$ cat src/rtl/red_pitaya_pfd_freq_block.sv
// Phase unwrapper and gated frequency counter behind the CORDIC phase detector.
// Differences the phase word, integrates over a 2^loggate gate, and exposes results on the PS bus.
module red_pitaya_pfd_freq_block #(
  parameter int unsigned SIGNALBITS = 14,
  parameter int unsigned PHASEWIDTH = 12,
  parameter int unsigned ACCWIDTH   = 32,
  parameter int unsigned LOGGATEMAX = 20
) (
  input  logic                         clk_i,
  input  logic                         rstn_i,
  input  logic [SIGNALBITS-1:0]        phase_i,
  output logic signed [SIGNALBITS-1:0] freq_o,
  output logic                         freq_valid_o,
  input  logic [15:0]                  addr,
  input  logic                         wen,
  input  logic                         ren,
  output logic                         ack,
  output logic [31:0]                  rdata,
  input  logic [31:0]                  wdata
);

  localparam logic signed [ACCWIDTH-1:0] SatMax = ACCWIDTH'((2 ** (SIGNALBITS - 1)) - 1);
  localparam logic signed [ACCWIDTH-1:0] SatMin = -SatMax;

  logic [PHASEWIDTH-1:0] p_q, p_d, pp_q, pp_d;
  logic                  loaded_q, loaded_d, prime_q, prime_d;
  logic [ACCWIDTH-1:0]   acc_q, acc_d, cnt_q, cnt_d, tot_q, tot_d, freq_lat_q, freq_lat_d;
  logic [15:0]           rcnt_q, rcnt_d;
  logic [4:0]            loggate_q, loggate_d, shift_q, shift_d;
  logic signed [SIGNALBITS-1:0] freq_d;
  logic                  freq_valid_d, ack_d;
  logic [31:0]           rdata_d;

  logic [PHASEWIDTH-1:0]       d_raw;
  logic signed [ACCWIDTH-1:0]  d_ext, acc_sum, shifted;
  logic signed [SIGNALBITS-1:0] sat_val;
  logic [ACCWIDTH-1:0]         gate_last;

  // Modular difference read as signed gives the unwrapped step across 4095->0.
  assign d_raw     = p_q - pp_q;
  assign d_ext     = prime_q ? {{(ACCWIDTH - PHASEWIDTH){d_raw[PHASEWIDTH-1]}}, d_raw} : '0;
  assign acc_sum   = acc_q + d_ext;
  assign shifted   = acc_sum >>> shift_q;
  assign gate_last = (ACCWIDTH'(1) << loggate_q) - ACCWIDTH'(1);

  always_comb begin
    sat_val = shifted[SIGNALBITS-1:0];
    if (shifted > SatMax) begin
      sat_val = SatMax[SIGNALBITS-1:0];
    end else if (shifted < SatMin) begin
      sat_val = SatMin[SIGNALBITS-1:0];
    end
  end

  always_comb begin
    p_d          = phase_i[PHASEWIDTH-1:0];
    pp_d         = p_q;
    loaded_d     = 1'b1;
    prime_d      = loaded_q;
    acc_d        = acc_q;
    cnt_d        = cnt_q;
    tot_d        = tot_q;
    freq_lat_d   = freq_lat_q;
    rcnt_d       = rcnt_q;
    loggate_d    = loggate_q;
    shift_d      = shift_q;
    freq_d       = freq_o;
    freq_valid_d = 1'b0;
    ack_d        = wen | ren;
    rdata_d      = rdata;

    if (prime_q) begin
      acc_d = acc_sum;
      cnt_d = cnt_q + ACCWIDTH'(1);
      tot_d = tot_q + d_ext;
      if (cnt_q == gate_last) begin
        freq_lat_d   = acc_sum;
        freq_d       = sat_val;
        freq_valid_d = 1'b1;
        rcnt_d       = rcnt_q + 16'd1;
        acc_d        = '0;
        cnt_d        = '0;
      end
    end

    if (wen) begin
      case (addr)
        16'h0000: begin
          // Gate restart overrides any result that would latch this cycle.
          loggate_d    = (wdata[4:0] > 5'(LOGGATEMAX)) ? 5'(LOGGATEMAX) : wdata[4:0];
          acc_d        = '0;
          cnt_d        = '0;
          loaded_d     = 1'b0;
          prime_d      = 1'b0;
          freq_lat_d   = freq_lat_q;
          freq_d       = freq_o;
          freq_valid_d = 1'b0;
          rcnt_d       = rcnt_q;
        end
        16'h0004: shift_d = wdata[4:0];
        16'h000C: tot_d = '0;
        default: ;
      endcase
    end

    if (ren) begin
      case (addr)
        16'h0000: rdata_d = {27'd0, loggate_d};
        16'h0004: rdata_d = {27'd0, shift_d};
        16'h0008: rdata_d = 32'($signed(freq_lat_q));
        16'h000C: rdata_d = (wen && addr == 16'h000C) ? 32'd0 : 32'(tot_q);
        16'h0010: rdata_d = {16'd0, rcnt_q};
        default:  rdata_d = 32'd0;
      endcase
    end
  end

  always_ff @(posedge clk_i or negedge rstn_i) begin
    if (!rstn_i) begin
      p_q          <= '0;
      pp_q         <= '0;
      loaded_q     <= 1'b0;
      prime_q      <= 1'b0;
      acc_q        <= '0;
      cnt_q        <= '0;
      tot_q        <= '0;
      freq_lat_q   <= '0;
      rcnt_q       <= '0;
      loggate_q    <= 5'd10;
      shift_q      <= '0;
      freq_o       <= '0;
      freq_valid_o <= 1'b0;
      ack          <= 1'b0;
      rdata        <= '0;
    end else begin
      p_q          <= p_d;
      pp_q         <= pp_d;
      loaded_q     <= loaded_d;
      prime_q      <= prime_d;
      acc_q        <= acc_d;
      cnt_q        <= cnt_d;
      tot_q        <= tot_d;
      freq_lat_q   <= freq_lat_d;
      rcnt_q       <= rcnt_d;
      loggate_q    <= loggate_d;
      shift_q      <= shift_d;
      freq_o       <= freq_d;
      freq_valid_o <= freq_valid_d;
      ack          <= ack_d;
      rdata        <= rdata_d;
    end
  end

endmodule

$ cat config.mk
export PLATFORM = sky130hd
export DESIGN_NAME = red_pitaya_pfd_freq_block
export DESIGN_NICKNAME = d
export VERILOG_FILES = /design/src/rtl/red_pitaya_pfd_freq_block.sv
export SDC_FILE = /design/constraint.sdc
export NUM_CORES = 1
export LEC_CHECK = 0
export CAP_MARGIN = 40
export CELL_PAD_IN_SITES_DETAIL_PLACEMENT = 2
export CELL_PAD_IN_SITES_GLOBAL_PLACEMENT = 2
export CORE_ASPECT_RATIO = 1.25
export CORE_MARGIN = 1
export CORE_UTILIZATION = 37
export CTS_CLUSTER_SIZE = 10
export DETAILED_ROUTE_END_ITERATION = 10
export HOLD_SLACK_MARGIN = 0.1
export PLACE_DENSITY_LB_ADDON = 0.1
export RECOVER_POWER = 50
export SLEW_MARGIN = 20
export SYNTH_ARGS = -nofsm -noshare
export SYNTH_HDL_FRONTEND = slang
export SYNTH_SLANG_ARGS = --single-unit
export TNS_END_PERCENT = 30
$ cat constraint.sdc
create_clock -name clk_i -period 8.8 [get_ports clk_i]
set_input_delay 2.64 -clock clk_i [delete_from_list [all_inputs] [get_ports clk_i]]
set_output_delay 2.64 -clock clk_i [all_outputs]
set_load 0.005 [all_outputs]
==> impl_metrics.json, run 1 <==
{
  "status": "complete, but fails checks",
  "violations": "capacitance limit, slew limit",
  "synth_edf_count": 0,
  "tightest_slew_ps": 5150,
  "cts_resized": 0,
  "path_delay_family": "compound AO/OA/AOI/OAI gates",
  "worst-path-buf-inv": 2,
  "rsz0062_at_grt": "false",
  "initial_core_util_pct": 37.4,
  "vias": 16600,
  "path_class": "reg2reg",
  "cpMaxStageDelayCell": "nor4_1",
  "htree_levels": 1,
  "drv_cap": 2,
  "cp_max_fo": 13,
  "wl_per_cell_um": 24.8,
  "ioPinCount": 114,
  "required_ps": 9320,
  "drtIter0Drc": 897,
  "dr.pass1.iters": 5,
  "reg2reg_from": "p_q[0]",
  "period_share_pct": 90.2,
  "yosysTopAreaCell": "dfrtp_1",
  "antenna_found_initial": 0,
  "io_buffers": 84,
  "drc": 0,
  "synth_flop_cell": "dfrtp_1",
  "synth_area_per_cell_um2": 8.20,
  "gp_routability_congestion": 0.926,
  "power_density_nw_per_um2": 386,
  "drive_above_1_share_pct": 8.17,
  "setup-tns-final_ps": 0,
  "synth_seq_cells": 228,
  "fin_nets": 2270,
  "syn_inst": 2101,
  "via_per_inst": 6.10,
  "synth.cell_area_um2": 17200,
  "min_from": "p_q[2]",
  "finalWirelength_um": 67500,
  "ys_seq_area_share_pct": 33.1,
  "grt_overflow": 0,
  "setup_viol": 0,
  "hp-class": "reg2reg",
  "max_freq_mhz": 126,
  "seq_area_um2": 5710,
  "hpwl_um": 50000,
  "cp_common_cell": "a21oi_1",
  "finClkSkew_ps": 20.8,
  "grt_first_pass_wirelength_um": 106000,
  "clock_path_buffers": 3,
  "fin_cells": 2728,
  "hold_ws_ps": 380,
  "die_w_um": 195,
  "post-cts-setup-buffers": 0,
  "clk_pin_slew_ps": 60,
  "core_um2": 46000,
  "num-fill-cells": 5188,
  "die_y_um": 243,
  "period_minus_slack_ps": 7940,
  "yosysMostFrequentCell": "nand2_1",
  "crit_start": "p_q[0]",
  "syn_nets": 2246,
  "multi_input_area_um2": 10700,
  "die-area_um2": 47400,
  "cts.sinks": 228,
  "worstPathArrival_ps": 8460,
  "ctsHoldBuffers": 0,
  "critPathCaptureType": "flip-flop",
  "slew_viol_final": 125,
  "cts_inserted_buffers": 30,
  "hold_violations": 0,
  "synth_cell_types": 116,
  "ant_nets": 0,
  "final_util_pct": 42.5,
  "ir_worst_vdd_v": 0.000174,
  "grt_pass1_vias": 17900,
  "yosysTopAreaCellShare_pct": 32.8,
  "dp.cells": 2674,
  "cts_tree": "done",
  "slew_headroom_pct": -243,
  "leakagePower_nw": 8.36,
  "ctsRootBufferMaster": "clkbuf_16",
  "setup_slack_ps": 860,
  "areaGrowthSynthToFinish_pct": 13.7,
  "insertion_delay_ps": 590,
  "synthArstFlopShare_pct": 100,
  "grt_max_degree": 141,
  "startpoint_type": "flip-flop",
  "synthTopCellsByArea": "dfrtp_1, nand2_1, ha_1",
  "yosys_warnings": 0,
  "groute.usage.overall_pct": 28.4,
  "dp_slack_ps": 980,
  "row_count": 88,
  "synth_commonest_cells": "nand2_1, nor2_1, dfrtp_1",
  "max_stage_delay_ps": 680,
  "diodes": 0
}
-- worst paths after layout --
path	end	slack (ps)	cells after the start
hold reg to reg	pp_q[2]	380	0
max in group asynchronous	prime_q	1590	1
setup reg to reg	freq_o[9]	860	30
hold / removal	pp_q[2]	380	0
min in group asynchronous	pp_q[8]	3920	1
setup / recovery	freq_o[9]	860	30
-- report_power, final --
group	internal (mW)	total, mW	switching (mW)	leakage [nW]
Combinational	1.77	4.90	3.13	5.01
Clock	0.735	1.23	0.495	0.474
Sequential	1.25	1.42	0.172	2.88
Total	3.75	7.55	3.80	8.36
-- stage by stage --
stage / power [mW] / cell area, um^2
4_1_cts: 7.56 / 19600
5_1_grt: 8.02 / 19600
3_5_place_dp: 6.27 / 18600
6_report: 7.55 / 19600
2_1_floorplan: 4.74 / 17200
3_3_place_gp: 6.07 / 18500
-- flip-flops by register name, summed over array words and instances, names as in the netlist, 5 cells and up --
signal / cells
acc_q: 32
cnt_q: 32
freq_lat_q: 32
rdata: 32
tot_q: 32
rcnt_q: 16
freq_o: 14
p_q: 12
pp_q: 12
loggate_q: 5
shift_q: 5
-- per-layer routing --
layer	track usage, %	vias up	part of all wire, %
met5	0	-	0
met4	6.90	0	2.0
met3	2.74	79	3.0
met2	51.0	265	51
met1	36.2	8657	44
li1	-	7642	-
-- final cells by class --
type / count / area share, %
Clock buffer: 43 / 4.45
Inverter: 85 / 1.63
Clock inverter: 7 / 0.454
Timing Repair Buffer: 124 / 6.11
Tap cell: 585 / 3.74
Sequential cell: 228 / 29.2
Multi-Input combinational cell: 1656 / 54.5
-- cell families (layout without fill, tap and decap cells) --
logic type                 count (synthesis)  count (layout)  synth area share (%)
AOI/OAI and AO/OA                        569             569                  22.7
xor gates and xnor gates                 120             120                  6.15
adders and majority gates                 79              79                  5.87
buffers and inverters                    217             259                  5.22
DFF                                      228             228                  33.1
muxes                                     68              68                  4.42
and+or+nand+nor                          820             820                  22.5
-- cell usage in the layout (no fill, tap or decap), types with 8 or more instances in the layout --
cell               n
a21oi_1          150
nand4_1           31
a22oi_1           25
a211oi_1          17
o31ai_1           11
mux2_2            15
nand3_1           90
a31oi_1           16
o21ai_0           90
clkbuf_1           9
nor4_1            20
nand2_1          266
nor3_1            46
clkbuf_16         31
nor2b_1           14
o21ai_1            9
a222oi_1          15
nor2_1           224
o2111ai_1          8
and3_1            20
inv_1             80
o21a_1            17
a22o_1             8
buf_4             28
dfrtp_1          225
clkdlybuf4s50_1   71
mux2i_1           48
and4_1             9
and2_1            13
xnor2_1           75
xor2_1            44
or3_1             18
a21o_1            30
o22ai_1           42
dlygate4sd3_1     12
ha_1              76
o211ai_1          15
nand2b_1          14
(Power assumes the default switching activity.)
==> run 2, diff against run 1 <==
--- a/config.mk
+++ b/config.mk
@@ -16,7 +16,7 @@
 export HOLD_SLACK_MARGIN = 0.1
 export PLACE_DENSITY_LB_ADDON = 0.1
 export RECOVER_POWER = 50
-export SLEW_MARGIN = 20
+export SLEW_MARGIN = 0
 export SYNTH_ARGS = -nofsm -noshare
 export SYNTH_HDL_FRONTEND = slang
 export SYNTH_SLANG_ARGS = --single-unit
==> run 2 against run 1 <==
Net effect: the flow still finishes with violations (capacitance limit, slew limit); first-iteration DRC count is 11% lower; cell count is 0.11% lower; clock power hardly changed; utilization hardly changed; combinational power hardly changed; global-route usage is 0.066 points higher; via count hardly changed; die area stayed put.
==> impl_metrics.json, run 2 (synthesis results as in run 1) <==
{
  "status": "complete, but fails checks",
  "violations": "capacitance limit, slew limit",
  "period_share_pct": 89.4,
  "startpoint_type": "flip-flop",
  "final_util_pct": 42.5,
  "finalWirelength_um": 67700,
  "wl_per_cell_um": 24.8,
  "slew_viol_final": 125,
  "hold_depth": 0,
  "rsz0062_at_grt": "false",
  "hold_ws_ps": 376,
  "dp.cells": 2674,
  "hold_end": "pp_q[0]",
  "cts_tree": "done",
  "r2r_slack_ps": 930,
  "ant_nets": 0,
  "cp_max_fo": 13,
  "clock_path_buffers": 3,
  "layout_common_cells": "nand2_1, dfrtp_1, nor2_1, a21oi_1",
  "grt_first_pass_wirelength_um": 106000,
  "core_um2": 46000,
  "ioPinCount": 114,
  "die_w_um": 195,
  "max_freq_mhz": 127,
  "drive_above_1_share_pct": 8.13,
  "die_y_um": 243,
  "finClkSkew_ps": 11.5,
  "slew_headroom_pct": -236,
  "r2r_cells": 30,
  "drtIter0Drc": 795,
  "cpMaxStageDelayCell": "nor4_1",
  "vias": 16600,
  "grt_overflow": 0,
  "hp-class": "reg2reg",
  "die-area_um2": 47400,
  "cts.sinks": 228,
  "grt_max_degree": 141,
  "gp_routability_congestion": 0.926,
  "drv_cap": 2,
  "tightest_slew_ps": 5050,
  "initial_core_util_pct": 37.4,
  "design_area_um2": 19600,
  "drc": 0,
  "leakagePower_nw": 8.35,
  "num-fill-cells": 5183,
  "path_class": "reg2reg",
  "required_ps": 9310,
  "setup_viol": 0,
  "dr.pass1.iters": 7,
  "ctsRootBufferMaster": "clkbuf_16",
  "post-cts-setup-buffers": 0,
  "grt_pass1_vias": 17800,
  "io_buffers": 84,
  "placed_area_um2": 18600,
  "via_per_inst": 6.11,
  "row_count": 88,
  "cts_resized": 0,
  "period_minus_slack_ps": 7870,
  "power_density_nw_per_um2": 386,
  "max_stage_delay_ps": 650,
  "mostFrequentLayoutCell": "nand2_1",
  "hpwl_um": 49800,
  "cts_inserted_buffers": 30,
  "groute.usage.overall_pct": 28.4,
  "htree_levels": 1,
  "r2r_end": "freq_o[9]",
  "fin_cells": 2725,
  "cp_common_cell": "a21oi_1",
  "fin_nets": 2267,
  "areaGrowthSynthToFinish_pct": 13.7,
  "ctsHoldBuffers": 0,
  "critPathCaptureType": "flip-flop",
  "setup-tns-final_ps": 0,
  "worstPathArrival_ps": 8370,
  "hold_violations": 0,
  "reg2reg_from": "p_q[0]",
  "ir_worst_vdd_v": 0.000157,
  "clk_pin_slew_ps": 50,
  "min_from": "p_q[0]",
  "antenna_found_initial": 1,
  "insertion_delay_ps": 580
}
-- run 2: layer usage --
layer  wire length, um  track usage, %
met2             34500            50.7
met4              1530            7.25
met3              2060            2.68
met1             29600            36.5
met5                 0               0
-- run 2: final cells by class --
| class | instances | area, um^2 | share of cell area, % |
|---|---|---|---|
| Clock inverter | 7 | 62.6 | 0.320 |
| Inverter | 85 | 319 | 1.63 |
| Sequential cell | 228 | 5710 | 29.2 |
| Antenna cell | 1 | 2.50 | 0.0128 |
| Tap cell | 585 | 732 | 3.74 |
| Multi-Input combinational cell | 1656 | 10700 | 54.5 |
| Timing Repair Buffer | 121 | 1200 | 6.11 |
| Clock buffer | 42 | 887 | 4.53 |
-- run 2: worst max-delay path: cells and delay by family (launching register included) --
family | cells | cell delay (ps)
flops | 1 | 370
buf+inv | 2 | 120
compound gates | 18 | 4660
fa+ha+maj | 3 | 1040
xor+xnor | 1 | 80
simple gates | 6 | 1540
-- run 2: worst max path at each step --
| stage | startpoint | to | cells after the start |
|---|---|---|---|
| finish | p_q[0] | freq_o[9] | 30 |
| global route | p_q[0] | freq_o[9] | 30 |
| CTS | p_q[0] | freq_o[9] | 30 |
| detailed placement | p_q[0] | freq_o[9] | 30 |
| global placement | p_q[0] | freq_o[9] | 30 |
| floorplan | p_q[2] | freq_o[10] | 23 |
-- run 2: metrics by stage --
step / power [mW] / setup WS [ps]
floorplan: 4.74 / 2630
global route: 8.01 / 368
global placement: 6.07 / 1170
CTS: 7.55 / 934
detailed placement: 6.27 / 998
finish: 7.55 / 934
-- run 2: report_power, final --
| group | switching (mW) | internal, mW |
|---|---|---|
| combinational | 3.15 | 1.77 |
| sequential | 0.174 | 1.25 |
| clock | 0.487 | 0.719 |
| total | 3.81 | 3.73 |
==> run 3, diff against run 2 <==
--- a/config.mk
+++ b/config.mk
@@ -8,7 +8,6 @@
 export CAP_MARGIN = 40
 export CELL_PAD_IN_SITES_DETAIL_PLACEMENT = 2
 export CELL_PAD_IN_SITES_GLOBAL_PLACEMENT = 2
-export CORE_ASPECT_RATIO = 1.25
 export CORE_MARGIN = 1
 export CORE_UTILIZATION = 37
 export CTS_CLUSTER_SIZE = 10
@@ -16,6 +15,7 @@
 export HOLD_SLACK_MARGIN = 0.1
 export PLACE_DENSITY_LB_ADDON = 0.1
 export RECOVER_POWER = 50
+export SKIP_CTS_REPAIR_TIMING = 1
 export SLEW_MARGIN = 0
 export SYNTH_ARGS = -nofsm -noshare
 export SYNTH_HDL_FRONTEND = slang
==> run 3 against run 2 <==
Net effect: the run still ends with capacitance limit, slew limit left; non-clock buffer count decreased by 2; sequential power barely moved; sequential cell count unchanged; cell count rose by 0.44%; global-route usage barely moved; largest cell class unchanged; largest power group unchanged; highest routed layer unchanged.
==> impl_metrics.json, run 3 (synthesis results as in run 1) <==
{
  "status": "complete, but fails checks",
  "violations": "capacitance limit, slew limit",
  "vias": 16600,
  "areaGrowthSynthToFinish_pct": 13.2,
  "fin_nets": 2265,
  "ctsRootBufferMaster": "clkbuf_16",
  "placed_area_um2": 18600,
  "grt_pass1_vias": 17900,
  "drv_cap": 3,
  "startpoint_type": "flip-flop",
  "drc": 0,
  "seqPwrFrac_pct": 19.1,
  "critPathCaptureType": "flip-flop",
  "row_count": 78,
  "path_class": "reg2reg",
  "dr.pass1.iters": 7,
  "cpMaxStageDelayCell": "nor4_1",
  "num-fill-cells": 5097,
  "finalWirelength_um": 66900,
  "core_um2": 45700,
  "cp_common_cell": "a21oi_1",
  "slew_headroom_pct": -134,
  "grt_overflow": 0,
  "layout_common_cells": "nand2_1, dfrtp_1, nor2_1, a21oi_1",
  "gr-usage-met3_pct": 3.04,
  "path_delay_family": "compound AO/OA/AOI/OAI gates",
  "die_y_um": 218,
  "rsz0062_at_grt": "false",
  "wl_per_cell_um": 24.5,
  "setup-tns-final_ps": 0,
  "hp-class": "reg2reg",
  "top_usage_layer": "met2",
  "dp_slack_ps": 896,
  "period_share_pct": 91.6,
  "p_clk_share_pct": 15.8,
  "power_density_nw_per_um2": 382,
  "clk_pin_slew_ps": 60,
  "cts_inserted_buffers": 30,
  "initial_core_util_pct": 37.7,
  "design_area_um2": 19500,
  "leakagePower_nw": 8.29,
  "setup_viol": 0,
  "finClkSkew_ps": 17.9,
  "via_per_inst": 6.06,
  "slew_viol_final": 266,
  "required_ps": 9340,
  "grt_max_degree": 168,
  "cts_tree": "done",
  "setup_slack_ps": 737,
  "worstPathArrival_ps": 8600,
  "tightest_slew_ps": 3510,
  "antenna_found_initial": 0,
  "swShare_pct": 50.6,
  "insertion_delay_ps": 610,
  "mostFrequentLayoutCell": "nand2_1",
  "gp_routability_congestion": 0.925,
  "fin_cells": 2737,
  "use_met1_pct": 37.3,
  "switchingPower_mw": 3.77,
  "groute.usage.overall_pct": 28.4,
  "io_buffers": 84,
  "max_freq_mhz": 124,
  "finalPower_mw": 7.45,
  "hpwl_um": 49400,
  "diodes": 0,
  "hold_ws_ps": 368,
  "ir_worst_vdd_v": 0.000218,
  "max_stage_delay_ps": 710,
  "intPower_mw": 3.68,
  "final_util_pct": 42.7,
  "hold_violations": 0,
  "clock_path_buffers": 3,
  "grtUsageMet2_pct": 49.8,
  "p_comb_share_pct": 65.1,
  "drtIter0Drc": 881,
  "cts.sinks": 228,
  "die-area_um2": 47400,
  "drive_above_1_share_pct": 7.86,
  "worst-path-buf-inv": 2,
  "die_w_um": 218,
  "ant_nets": 0,
  "dp.cells": 2688,
  "htree_levels": 1,
  "ioPinCount": 114,
  "cp_max_fo": 13,
  "grt_first_pass_wirelength_um": 106000,
  "period_minus_slack_ps": 8060
}
==> run 3: cell types whose count changed in the layout (fill, tap and decap cells not counted), moves of 2 or more <==
cell | before | now
buf_16 | 3 | 1
clkinv_4 | 0 | 2
clkinv_2 | 5 | 1
clkbuf_8 | 7 | 5
clkbuf_1 | 6 | 10
==> run 3: worst paths after layout <==
kind,cells after the start,from,slack [ps],to
worst max register to register,29,p_q[0],740,freq_o[9]
worst max-delay path,29,p_q[0],740,freq_o[9]
worst min register to register,0,p_q[0],370,pp_q[0]
min in group asynchronous,1,rstn_i,3210,cnt_q[14]
max in group asynchronous,2,rstn_i,1470,acc_q[27]
worst min-delay path,0,p_q[0],370,pp_q[0]
==> run 3: cell type report <==
type	instances	area, um^2	area share (%)
multi-input cells	1656	10700	54.7
flip-flops and latches	228	5710	29.3
clock inverters	6	67.6	0.347
repair buffers	119	1130	5.82
well taps	600	751	3.85
inverters	85	319	1.64
clock buffers	43	850	4.36
==> run 3: power groups by stage <==
stage	sequential, mW	clock (mW)	combinational [mW]
final	1.42	1.18	4.85
after global routing	1.44	1.24	5.27
after CTS	1.42	1.21	4.83
after detailed placement	1.43	0	4.78
after global placement	1.42	0	4.60
after floorplan	1.36	0	3.38
==> run 3: routing by layer <==
layer / up-vias / part of all wire, %
met2: 267 / 49
met5: - / 0
met4: 0 / 2.3
li1: 7627 / -
met3: 75 / 3.2
met1: 8612 / 45
